===== src/rtl/clock_pkg.sv =====
// Shared definitions for the set-time entry controller: state encoding,
// per-digit maxima and digit select codes.
package clock_pkg;

    localparam logic [2:0] ST_IDLE_C    = 3'd0;
    localparam logic [2:0] ST_EDIT_HL_C = 3'd1;
    localparam logic [2:0] ST_EDIT_HR_C = 3'd2;
    localparam logic [2:0] ST_EDIT_ML_C = 3'd3;
    localparam logic [2:0] ST_EDIT_MR_C = 3'd4;
    localparam logic [2:0] ST_DONE_C    = 3'd5;

    typedef enum logic [2:0] {
        ST_IDLE    = ST_IDLE_C,
        ST_EDIT_HL = ST_EDIT_HL_C,
        ST_EDIT_HR = ST_EDIT_HR_C,
        ST_EDIT_ML = ST_EDIT_ML_C,
        ST_EDIT_MR = ST_EDIT_MR_C,
        ST_DONE    = ST_DONE_C
    } state_t;

    localparam logic [1:0] HL_MAX    = 2'd2;
    localparam logic [3:0] HR_MAX    = 4'd9;
    localparam logic [3:0] HR_MAX_H2 = 4'd3;
    localparam logic [2:0] ML_MAX    = 3'd5;
    localparam logic [3:0] MR_MAX    = 4'd9;

    localparam logic [1:0] DIGIT_HL = 2'd0;
    localparam logic [1:0] DIGIT_HR = 2'd1;
    localparam logic [1:0] DIGIT_ML = 2'd2;
    localparam logic [1:0] DIGIT_MR = 2'd3;

    function automatic logic is_edit(input state_t s);
        return (s == ST_EDIT_HL) || (s == ST_EDIT_HR) ||
               (s == ST_EDIT_ML) || (s == ST_EDIT_MR);
    endfunction

    function automatic logic [1:0] sel_of_state(input state_t s);
        case (s)
            ST_EDIT_HR: return DIGIT_HR;
            ST_EDIT_ML: return DIGIT_ML;
            ST_EDIT_MR: return DIGIT_MR;
            default:    return DIGIT_HL;
        endcase
    endfunction

endpackage


===== src/rtl/bcd_digit_counter.sv =====
// Single BCD digit register with parallel load and increment that wraps to 0
// once the value has reached max.
module bcd_digit_counter #(
    parameter int W = 4
) (
    input  logic         clk,
    input  logic         rst,
    input  logic         load,
    input  logic [W-1:0] load_val,
    input  logic         inc,
    input  logic [W-1:0] max,
    output logic [W-1:0] value
);

    always_ff @(posedge clk or negedge rst) begin
        if (!rst) begin
            value <= '0;
        end else if (load) begin
            value <= load_val;
        end else if (inc) begin
            value <= (value >= max) ? '0 : value + 1'b1;
        end
    end

endmodule


===== src/rtl/set_time_ctrl.sv =====
// Set-time digit entry: preloads current time, edits HL/HR/ML/MR with inc/next.
// Optional inactivity abort is enabled with SET_TIME_TIMEOUT_EN.
//
//   state      | meaning
//   ST_IDLE    | not in set-time mode; digits hold last value
//   ST_EDIT_HL | editing hours tens (0..2)
//   ST_EDIT_HR | editing hours units (0..9, 0..3 when HL=2)
//   ST_EDIT_ML | editing minutes tens (0..5)
//   ST_EDIT_MR | editing minutes units (0..9)
//   ST_DONE    | entry complete; ack held until set_time_en drops
module set_time_ctrl
    import clock_pkg::*;
#(
    parameter int BLINK_DIV    = 16,
    parameter int IDLE_TIMEOUT = 255
) (
    input  logic       clk,
    input  logic       rst,
    input  logic       set_time_en,
    input  logic       inc_button,
    input  logic       next_button,
    input  logic [4:0] normal_hours,
    input  logic [5:0] normal_minutes,
    output logic [1:0] set_time_hours_left,
    output logic [3:0] set_time_hours_right,
    output logic [2:0] set_time_minutes_left,
    output logic [3:0] set_time_minutes_right,
    output logic       set_time_ack_flag,
    output logic       set_time_active,
    output logic [1:0] digit_sel,
    output logic       digit_blink
);

    localparam int BW = (BLINK_DIV > 2) ? $clog2(BLINK_DIV) : 1;

    state_t state, state_nxt;
    logic   in_edit, nxt_edit, btn, inc_act, load_all, to_hit;
    logic   inc_hl, inc_hr, inc_ml, inc_mr, clamp_hr;
    logic [1:0] h_tens;
    logic [3:0] h_ones, m_ones, hr_max, hr_load_val;
    logic [2:0] m_tens;
    logic [BW-1:0] blink_cnt;

    assign in_edit  = is_edit(state);
    assign nxt_edit = is_edit(state_nxt);
    assign btn      = inc_button | next_button;
    assign load_all = (state == ST_IDLE) && set_time_en;
    assign inc_act  = in_edit && set_time_en && inc_button && !next_button;
    assign inc_hl   = inc_act && (state == ST_EDIT_HL);
    assign inc_hr   = inc_act && (state == ST_EDIT_HR);
    assign inc_ml   = inc_act && (state == ST_EDIT_ML);
    assign inc_mr   = inc_act && (state == ST_EDIT_MR);

    // Binary-to-BCD split of the live time for the preload.
    always_comb begin
        h_tens = 2'd0;
        if (normal_hours >= 5'd20)      h_tens = 2'd2;
        else if (normal_hours >= 5'd10) h_tens = 2'd1;
        m_tens = 3'd0;
        if (normal_minutes >= 6'd50)      m_tens = 3'd5;
        else if (normal_minutes >= 6'd40) m_tens = 3'd4;
        else if (normal_minutes >= 6'd30) m_tens = 3'd3;
        else if (normal_minutes >= 6'd20) m_tens = 3'd2;
        else if (normal_minutes >= 6'd10) m_tens = 3'd1;
        h_ones = 4'(normal_hours - 5'(h_tens) * 5'd10);
        m_ones = 4'(normal_minutes - 6'(m_tens) * 6'd10);
    end

    // HL stepping 1->2 pulls an out-of-range HR down to 3 in the same edge.
    assign clamp_hr    = inc_hl && (set_time_hours_left == HL_MAX - 2'd1) &&
                         (set_time_hours_right > HR_MAX_H2);
    assign hr_max      = (set_time_hours_left == HL_MAX) ? HR_MAX_H2 : HR_MAX;
    assign hr_load_val = load_all ? h_ones : HR_MAX_H2;

    bcd_digit_counter #(.W(2)) u_hl (
        .clk(clk), .rst(rst), .load(load_all), .load_val(h_tens),
        .inc(inc_hl), .max(HL_MAX), .value(set_time_hours_left));

    bcd_digit_counter #(.W(4)) u_hr (
        .clk(clk), .rst(rst), .load(load_all | clamp_hr), .load_val(hr_load_val),
        .inc(inc_hr), .max(hr_max), .value(set_time_hours_right));

    bcd_digit_counter #(.W(3)) u_ml (
        .clk(clk), .rst(rst), .load(load_all), .load_val(m_tens),
        .inc(inc_ml), .max(ML_MAX), .value(set_time_minutes_left));

    bcd_digit_counter #(.W(4)) u_mr (
        .clk(clk), .rst(rst), .load(load_all), .load_val(m_ones),
        .inc(inc_mr), .max(MR_MAX), .value(set_time_minutes_right));

`ifdef SET_TIME_TIMEOUT_EN
    localparam int TW = (IDLE_TIMEOUT > 1) ? $clog2(IDLE_TIMEOUT + 1) : 1;
    logic [TW-1:0] to_cnt;

    assign to_hit = in_edit && (to_cnt == '0) && !btn;

    always_ff @(posedge clk or negedge rst) begin
        if (!rst) begin
            to_cnt <= '0;
        end else if (load_all || (in_edit && btn)) begin
            to_cnt <= TW'(IDLE_TIMEOUT - 1);
        end else if (in_edit && (to_cnt != '0)) begin
            to_cnt <= to_cnt - 1'b1;
        end
    end
`else
    // No inactivity abort in this build; the compare is constant false.
    assign to_hit = (IDLE_TIMEOUT < 0);
`endif

    always_ff @(posedge clk or negedge rst) begin
        if (!rst) state <= ST_IDLE;
        else      state <= state_nxt;
    end

    always_comb begin
        state_nxt = state;
        case (state)
            ST_IDLE: if (set_time_en) state_nxt = ST_EDIT_HL;
            ST_EDIT_HL, ST_EDIT_HR, ST_EDIT_ML, ST_EDIT_MR: begin
                if (!set_time_en || to_hit) begin
                    state_nxt = ST_IDLE;
                end else if (next_button) begin
                    case (state)
                        ST_EDIT_HL: state_nxt = ST_EDIT_HR;
                        ST_EDIT_HR: state_nxt = ST_EDIT_ML;
                        ST_EDIT_ML: state_nxt = ST_EDIT_MR;
                        default:    state_nxt = ST_DONE;
                    endcase
                end
            end
            ST_DONE: if (!set_time_en) state_nxt = ST_IDLE;
            default: state_nxt = ST_IDLE;
        endcase
    end

    always_ff @(posedge clk or negedge rst) begin
        if (!rst) begin
            digit_sel         <= DIGIT_HL;
            set_time_ack_flag <= 1'b0;
            set_time_active   <= 1'b0;
        end else begin
            digit_sel         <= sel_of_state(state_nxt);
            set_time_ack_flag <= (state_nxt == ST_DONE);
            set_time_active   <= (state_nxt == ST_DONE) && (state != ST_DONE);
        end
    end

    // Blink phase: down-counter reloaded on edit entry and on every button.
    always_ff @(posedge clk or negedge rst) begin
        if (!rst) begin
            blink_cnt   <= '0;
            digit_blink <= 1'b0;
        end else if (!nxt_edit) begin
            blink_cnt   <= '0;
            digit_blink <= 1'b0;
        end else if (!in_edit) begin
            blink_cnt   <= BW'(BLINK_DIV - 1);
            digit_blink <= 1'b0;
        end else if (btn) begin
            blink_cnt   <= BW'(BLINK_DIV - 1);
            digit_blink <= 1'b1;
        end else if (blink_cnt == '0) begin
            blink_cnt   <= BW'(BLINK_DIV - 1);
            digit_blink <= ~digit_blink;
        end else begin
            blink_cnt   <= blink_cnt - 1'b1;
        end
    end

endmodule


===== config.mk =====
export PLATFORM = sky130hd
export DESIGN_NAME = set_time_ctrl
export DESIGN_NICKNAME = d
export VERILOG_FILES = /design/src/rtl/clock_pkg.sv /design/src/rtl/bcd_digit_counter.sv /design/src/rtl/set_time_ctrl.sv
export SDC_FILE = /design/constraint.sdc
export NUM_CORES = 1
export LEC_CHECK = 0
export ABC_AREA = 1
export BUFFER_PORTS_ARGS = -buffer_cell sky130_fd_sc_hd__clkbuf_2
export CORE_ASPECT_RATIO = 1.2
export CORE_MARGIN = 5
export CORE_UTILIZATION = 25
export CTS_BUF_LIST = sky130_fd_sc_hd__clkbuf_4 sky130_fd_sc_hd__clkbuf_8
export DETAILED_ROUTE_END_ITERATION = 10
export SYNTH_ARGS = -nofsm -noshare
export SYNTH_HDL_FRONTEND = slang
export SYNTH_SLANG_ARGS = --single-unit

===== constraint.sdc =====
create_clock -name clk -period 1.8 [get_ports clk]
set_input_delay 0.36 -clock clk [delete_from_list [all_inputs] [get_ports clk]]
set_output_delay 0.36 -clock clk [all_outputs]
set_load 0.02 [all_outputs]

==> results of run 1 <==
==> kinds of logic (layout without fill, tap and decap cells) <==
kind of cell | Yosys count | after routing | share of synthesized area, %
xor+xnor | 6 | 6 | 2.83
fa+ha+maj | 14 | 14 | 10.2
flops | 25 | 25 | 33.7
simple gates | 134 | 134 | 35.6
buf+inv | 40 | 91 | 8.56
compound gates | 28 | 28 | 9.03
==> report_power, final <==
group	internal, µW	total (µW)	switching, µW
sequential	796	1070	270
clock	155	340	184
combinational	817	2030	1210
==> what timing repair did <==
action                     in CTS  in global routing
setup endpoints to repair       1                  7
pin swaps                       1                 15
buffers inserted                1                  2
resized for setup               2                 34
==> cells in the final DEF (no fill, tap or decap), types with 4 or more instances in the layout <==
master / Yosys / routed
inv_2: 3 / 4
nor2_1: 21 / 18
nand4_1: 7 / 7
o21ai_0: 11 / 11
nand2_1: 58 / 55
nand3_2: 3 / 4
nand3_1: 18 / 17
clkbuf_2: 1 / 28
inv_1: 33 / 30
nand2_2: 5 / 7
buf_4: 2 / 18
ha_1: 12 / 11
dfrtp_1: 25 / 24
nor2_2: 8 / 10
o211ai_1: 6 / 6
==> worst max-delay path, cell delays in order <==
cell	delay, ps
buf_4	140
nor2_2	80
nand3_1	90
nand2_1	80
nand2_1	70
nand2_1	70
nand2_2	70
ha_4	180
fa_2	400
xnor2_2	150
or2_4	230
nand3_2	50
nand2_1	50
==> layer usage <==
metal / part of all wire (%) / up-vias / track usage [%]
met3: 3.1 / 5 / 1.03
met1: 42 / 806 / 10.4
li1: - / 898 / -
met2: 53 / 25 / 16.0
met4: 1.6 / 0 / 3.56
met5: 0 / - / 0
==> registers in the layout (all words and copies together), names as in the netlist <==
| name | count |
|---|---|
| blink_cnt | 4 |
| digit_blink | 1 |
| digit_sel | 2 |
| set_time_ack_flag | 1 |
| set_time_active | 1 |
| state | 3 |
| u_hl.value | 2 |
| u_hr.value | 4 |
| u_ml.value | 3 |
| u_mr.value | 4 |
==> layout make-up <==
class	count	area, µm²
tap	90	113
clock buffer	3	41.3
multi-input combinational	182	1150
timing repair buffer	50	328
inverter	37	148
clock inverter	1	5.00
sequential	25	627
fill	775	4820
==> stage by stage <==
stage	TNS [ps]	setup WS [ps]	instance area [µm²]	hold WS (ps)	instances
detailed placement	-561	-319	2220	423	381
global placement	-455	-281	2220	420	381
finish	-33.7	-33.7	2410	92.0	388
CTS	-4.34	-4.34	2290	124	386
floorplan	-104	-104	1860	64.4	247
global route	-165	-155	2410	152	388
==> path summary, 6_finish.rpt <==
check                                     end              start  cells after the start
worst min-delay path             blink_cnt[2]                rst                      1
max in group asynchronous            state[0]                rst                      1
worst max-delay path            u_mr.value[3]  normal_minutes[4]                     13
min in group clk                u_hr.value[0]    normal_hours[0]                      4
worst min register to register  u_ml.value[2]      u_ml.value[2]                      2
worst max register to register  u_hr.value[2]      u_hl.value[0]                     12
==> summary.md, run 1 <==
The run finished, with violations left. The checks that failed: setup timing. Clock-pin slew was measured on the worst setup and hold paths at 90 ps. Summed over all cells, the static leakage comes to 0.00123 µW.

STA classifies the critical path endpoint as a flip-flop. For the final routed wirelength across all metal layers, the log shows 4.33 mm. The critical path is of the primary input to flip-flop type. The number of ports placed on the die boundary is 34, and the number of synthesized register bits is 25. Derived from the worst setup path, the maximum achievable clock frequency is 0.545 GHz. The number of nets produced by synthesis was 277. STA puts the critical path data arrival time at 2010 ps. The die outline width is 88.7 µm, and the area of the die is 9260 µm².

The share of final-layout standard cells stronger than drive strength 1 came out at 33.9%. The area overhead of the layout relative to synthesis was 29.6%; the final weighted congestion in routability-driven placement was 0.842. The initial standard-cell utilization of the core came out at 25.7%. The floorplan step defined a core boundary enclosing 7230 µm². The y dimension of the die is 104 µm. Root buffer cell: clkbuf_8. The logs give 0 for the number of buffers inserted for hold repair after clock tree synthesis and 761 µV for the highest ir drop seen on vdd. The post-layout minimum cycle time was 1830 ps; the maximum number of pins on one net before global-route repair was 26.

The largest total area in the synthesized netlist belongs to dfrtp_1. The run gives -33.7 ps as the final critical-path setup slack. The first global-routing pass estimated 6.76 mm of wire.

The longest clock path from root to sink contains 2 buffers. For the pin with the worst max-slew slack, the measured transition is 651 ps. The routed layout has 1,734 vias.

Total number of nets in the final design: 329. In the finished design, the share of the clock period the worst path needs comes to 102%. The min-delay analysis places its worst path in the category primary input to asynchronous set/reset pin. The distinct cell type count of the synthesized netlist is 33, and the number of warnings printed during yosys synthesis is 0. The post-synthesis average cell area was 7.52 µm²; the worst max-slew margin expressed relative to the limit was 56.6%.

In the synthesized netlist the async set-or-reset flop fraction comes to 100%. The final cell utilization of the core came out at 33.3%. The prevailing post-synth register cell was dfrtp_1. The run gives 0 as the number of antenna violations at the first check in global routing. The tools report the post-route total power as 3440 µW. STA puts the critical path data required time at 1970 ps. The run gives 68 as the DRC violation total after the first TritonRoute iteration. The clock net in this run drives a total of 25 sinks. For the number of max-slew violations in the final report, the log shows 0. The number of antenna diodes in the final layout is 0. The total congestion overflow after global routing was 0.

The total number of placement rows was 34; the share of the synthesized area in the top cell type was 33.7%. In this run, CTS created clock tree buffers numbering 3. Cell with the most instances after synthesis: nand2_1.

Sorting the synthesized cells by area gives the leading types as dfrtp_1, nand2_1, ha_1. The clock reaches the later pin of the worst-skew pair after 270 ps. By count the netlist is led by nand2_1, inv_1, dfrtp_1.

The count of unresolved DRC violations after routing was 0; the post-detailed-route wirelength per cell was 11.2 µm. In this run the worst path has a maximum fanout of 5. The logs give 0 for the number of hold violations in the final report and 180 ps for the setup slack on the worst flop-to-flop path. The via count of the first global-routing pass was 1,637; the detailed-placement wirelength estimate was 3.28 mm. Power spread over the standard cell area amounts to 1430 nW/µm².

In this run, synthesis inferred 0 flip-flops with an integrated enable. TritonCTS built the clock tree. Setup repair after global routing could not meet its margin everywhere. The pre-antenna-repair detailed-routing pass consisted of 4 iterations. The mapped netlist covers 1860 µm².

The via count normalized by instance count is 4.47, and the reported max-cap violation count is 0. The count of buffers from port buffering is 33. For this run, the total global-route usage over all layers was measured as 8.92%. Number of antenna-violating nets in the routed design: 0. After synthesis, flip-flops and latches occupy 33.7% of the total area.

Startpoint type of the worst setup path: a primary input. The H-tree level count was 1; the count of endpoints failing setup in the final report was 1. On the final layout, the worst clock skew is 5.50 ps. Synthesis produced 247 cells.
No activity file was read; power rests on OpenSTA's default activity.
==> run 2: changes to the inputs <==
- PLACE_DENSITY_LB_ADDON: not set -> 0.25
==> summary.md, run 2 (synthesized netlist as in run 1, its figures left out) <==
Final sum of negative setup slack: -2.64 ps (was -33.7 ps). The tools report the placeable core area as 7230 µm² (unchanged). Initial standard-cell utilization of the core: 25.7% (unchanged). The area of the die was 9260 µm² (unchanged).

Crit-path cells: buf_2, nor2_1, nand3_1, nand2_1, nand2_1, nand2_1, nand2_2, ha_4, fa_2, xnor2_2, or2_4, nand3_2, nand2_1 (was buf_4, nor2_2, nand3_1, nand2_1, nand2_1, nand2_1, nand2_2, ha_4, fa_2, xnor2_2, or2_4, nand3_2, nand2_1). The tools report the setup slack on the worst flop-to-flop path as 130 ps (was 180 ps). For the H-tree level count, the log shows 1 (unchanged). The via count of the first global-routing pass was 1,627 (was 1,637).

Transition time at the pin with the least slew margin: 661 ps (was 651 ps). Most common cell after layout, fill and taps aside: nand2_1 (unchanged). TritonCTS built the clock tree. Share of final-layout standard cells stronger than drive strength 1: 33.4% (was 33.9%).

The tools report the number of inserted filler cells in the final layout as 789 (was 775). The worst max-slew margin expressed relative to the limit is 55.9% (was 56.6%). The cell type of the slowest stage on the worst timing path is fa_2 (unchanged). The cell count along the critical path works out to 13 (unchanged).

The count of placed standard cells including taps came out at 384 (was 381). The run gives 330 (was 329) as the total number of nets in the final design. Setup repair after global routing could not meet its margin everywhere. The part of the cycle the worst path needs came out at 100% (was 102%).

The tools report the worst reg2reg path endpoint as u_hr.value[3] (was u_hr.value[2]). Final weighted congestion in routability-driven placement: 0.723 (was 0.842). The y dimension of the die was 104 µm (unchanged). The maximum clock rate came out at 0.555 GHz (was 0.545 GHz). The area overhead of the layout relative to synthesis was 29.0% (was 29.6%); the number of buffers inserted for hold repair after clock tree synthesis was 0 (unchanged). For the worst slack at placement, the log shows -335 ps (was -319 ps).

The flow ran to the end, but the final reports show violations. The count of buffers from port buffering is 33 (unchanged). The root buffer cell was clkbuf_8 (unchanged).

The tools report the highest ir drop seen on vdd as 519 µV (was 761 µV). The run gives 1 (unchanged) as the count of endpoints failing setup in the final report. The via total after detailed routing was 1,710 (was 1,734). The tools report the maximum number of pins on one net before global-route repair as 26 (unchanged).

Category of the most critical setup path: primary input to flip-flop (unchanged). Cell repeated most along the worst path: nand2_1 (unchanged). The startpoint of the most critical setup path was normal_minutes[4] (unchanged). The final routed wirelength across all metal layers is 4.10 mm (was 4.33 mm), and the clock latency on the worst-skew pair is 270 ps (about the same). The number of hold violations in the final report was 0 (unchanged); the clock-pin slew on the worst setup and hold paths was 90 ps (about the same). The number of antenna violations at the first check in global routing was 0 (unchanged); the number of antenna-violating nets in the routed design was 0 (unchanged). The post-detailed-route wirelength per cell came out at 10.5 µm (was 11.2 µm).

Kind of cell adding the most delay to the critical path: simple AND/OR/NAND/NOR gates (unchanged). The critical path capture point type was a flip-flop (unchanged). The final critical-path setup slack was -2.64 ps (was -33.7 ps). The die outline width was 88.7 µm (unchanged); the wire length of the first global-routing pass was 7.03 mm (was 6.76 mm). The run gives 4.67 ps (was 5.50 ps) as the worst setup skew after layout. The tools report the startpoint type of the worst setup path as a primary input (unchanged). The startpoint of the lowest-slack register-to-register path was u_hl.value[0] (unchanged). The logs give 0 (unchanged) for the antenna diode count and 0 (unchanged) for the reported max-cap violation count. The number of max-slew violations in the final report is 0 (unchanged), and the total iterations of the first detailed-routing run is 4 (unchanged).

The post-layout minimum cycle time was 1800 ps (was 1830 ps). Regs by FF count: blink_cnt x4, u_hr.value x4, u_mr.value x4 (unchanged). The power per unit of standard cell area is 1400 nW/µm² (was 1430 nW/µm²).

The count of unresolved DRC violations after routing came out at 0 (unchanged). For the total global-route track usage, the log shows 9.27% (was 8.92%). Failing checks: setup timing (unchanged).

The logs give 0 (unchanged) for the total congestion overflow after global routing and 45 (was 68) for the DRC violation total after the first TritonRoute iteration. The logs give 0.00124 µW (was 0.00123 µW) for the leakage power total and 389 (was 388) for the final instance count without filler cells. The worst reg2reg path depth was 12 (unchanged).

Leading cell types in the layout, fill and taps excluded: nand2_1, inv_1, clkbuf_2 (unchanged). The number of buffers inserted during clock tree synthesis is 3 (unchanged). The maximum count of clock buffers along a single path was 2 (unchanged).

The maximum fanout encountered on the critical timing path was 5 (unchanged). The worst hold slack across all endpoints came out at 101 ps (was 92.0 ps). The number of sinks driven by the clock tree was 25 (unchanged); the via count normalized by instance count was 4.40 (was 4.47). The arrival time of data at the critical path endpoint came out at 1980 ps (was 2010 ps). The final cell utilization of the core was 33.1% (was 33.3%). The number of buffer and inverter stages on the critical path was 1 (unchanged).

Class of the tightest hold or removal check: primary input to asynchronous set/reset pin (unchanged). Number of ports placed on the die boundary: 34 (unchanged). For the required time of the critical path, the log shows 1970 ps (about the same).

The highest cell delay on the worst timing path is 400 ps (about the same). The run gives 34 (unchanged) as the total number of placement rows. The detailed-placement wirelength estimate came out at 3.23 mm (was 3.28 mm).
run 2: worst max-delay path by stage:
stage,endpoint
floorplan,u_mr.value[3]
global placement,u_mr.value[3]
detailed placement,u_mr.value[3]
CTS,u_mr.value[3]
global route,u_mr.value[3]
finish,u_mr.value[3]
run 2: routing by layer:
metal  wire [µm]  share of wire [%]  vias to the layer above  global-route usage (%)
met5           0                  0                        -                       0
met4          53                1.3                        0                    3.24
met3         123                3.0                        4                    1.58
met2        2110                 52                       23                    16.0
met1        1810                 44                      784                    11.3
li1            -                  -                      899                       -
run 2: power breakdown:
part | switching (µW) | internal (µW) | leakage (µW) | total (µW)
sequential | 241 | 793 | 0.000313 | 1030
clock | 188 | 155 | 0.0000255 | 344
combinational | 1190 | 780 | 0.000899 | 1970
run 2: area by class of cell:
cell class              instances  area (µm²)  area share, %
clock inverters                 1        5.00          0.209
repair buffers                 51         327           13.6
clock buffers                   3        41.3           1.72
well taps                      90         113           4.70
multi-input cells             182        1140           47.4
inverters                      37         148           6.17
flip-flops and latches         25         626           26.1
run 2: metrics by stage:
step	cell area [µm²]	power, µW
after floorplan	1860	2380
after global placement	2250	2980
after detailed placement	2250	2980
after CTS	2300	3350
after global routing	2390	3730
final	2390	3350
run 2: timing repair:
item	in CTS	in global routing
pin swaps	0	14
endpoints found under the setup margin	1	7
cloned	0	0
buffers inserted	0	1
resized for setup	2	27
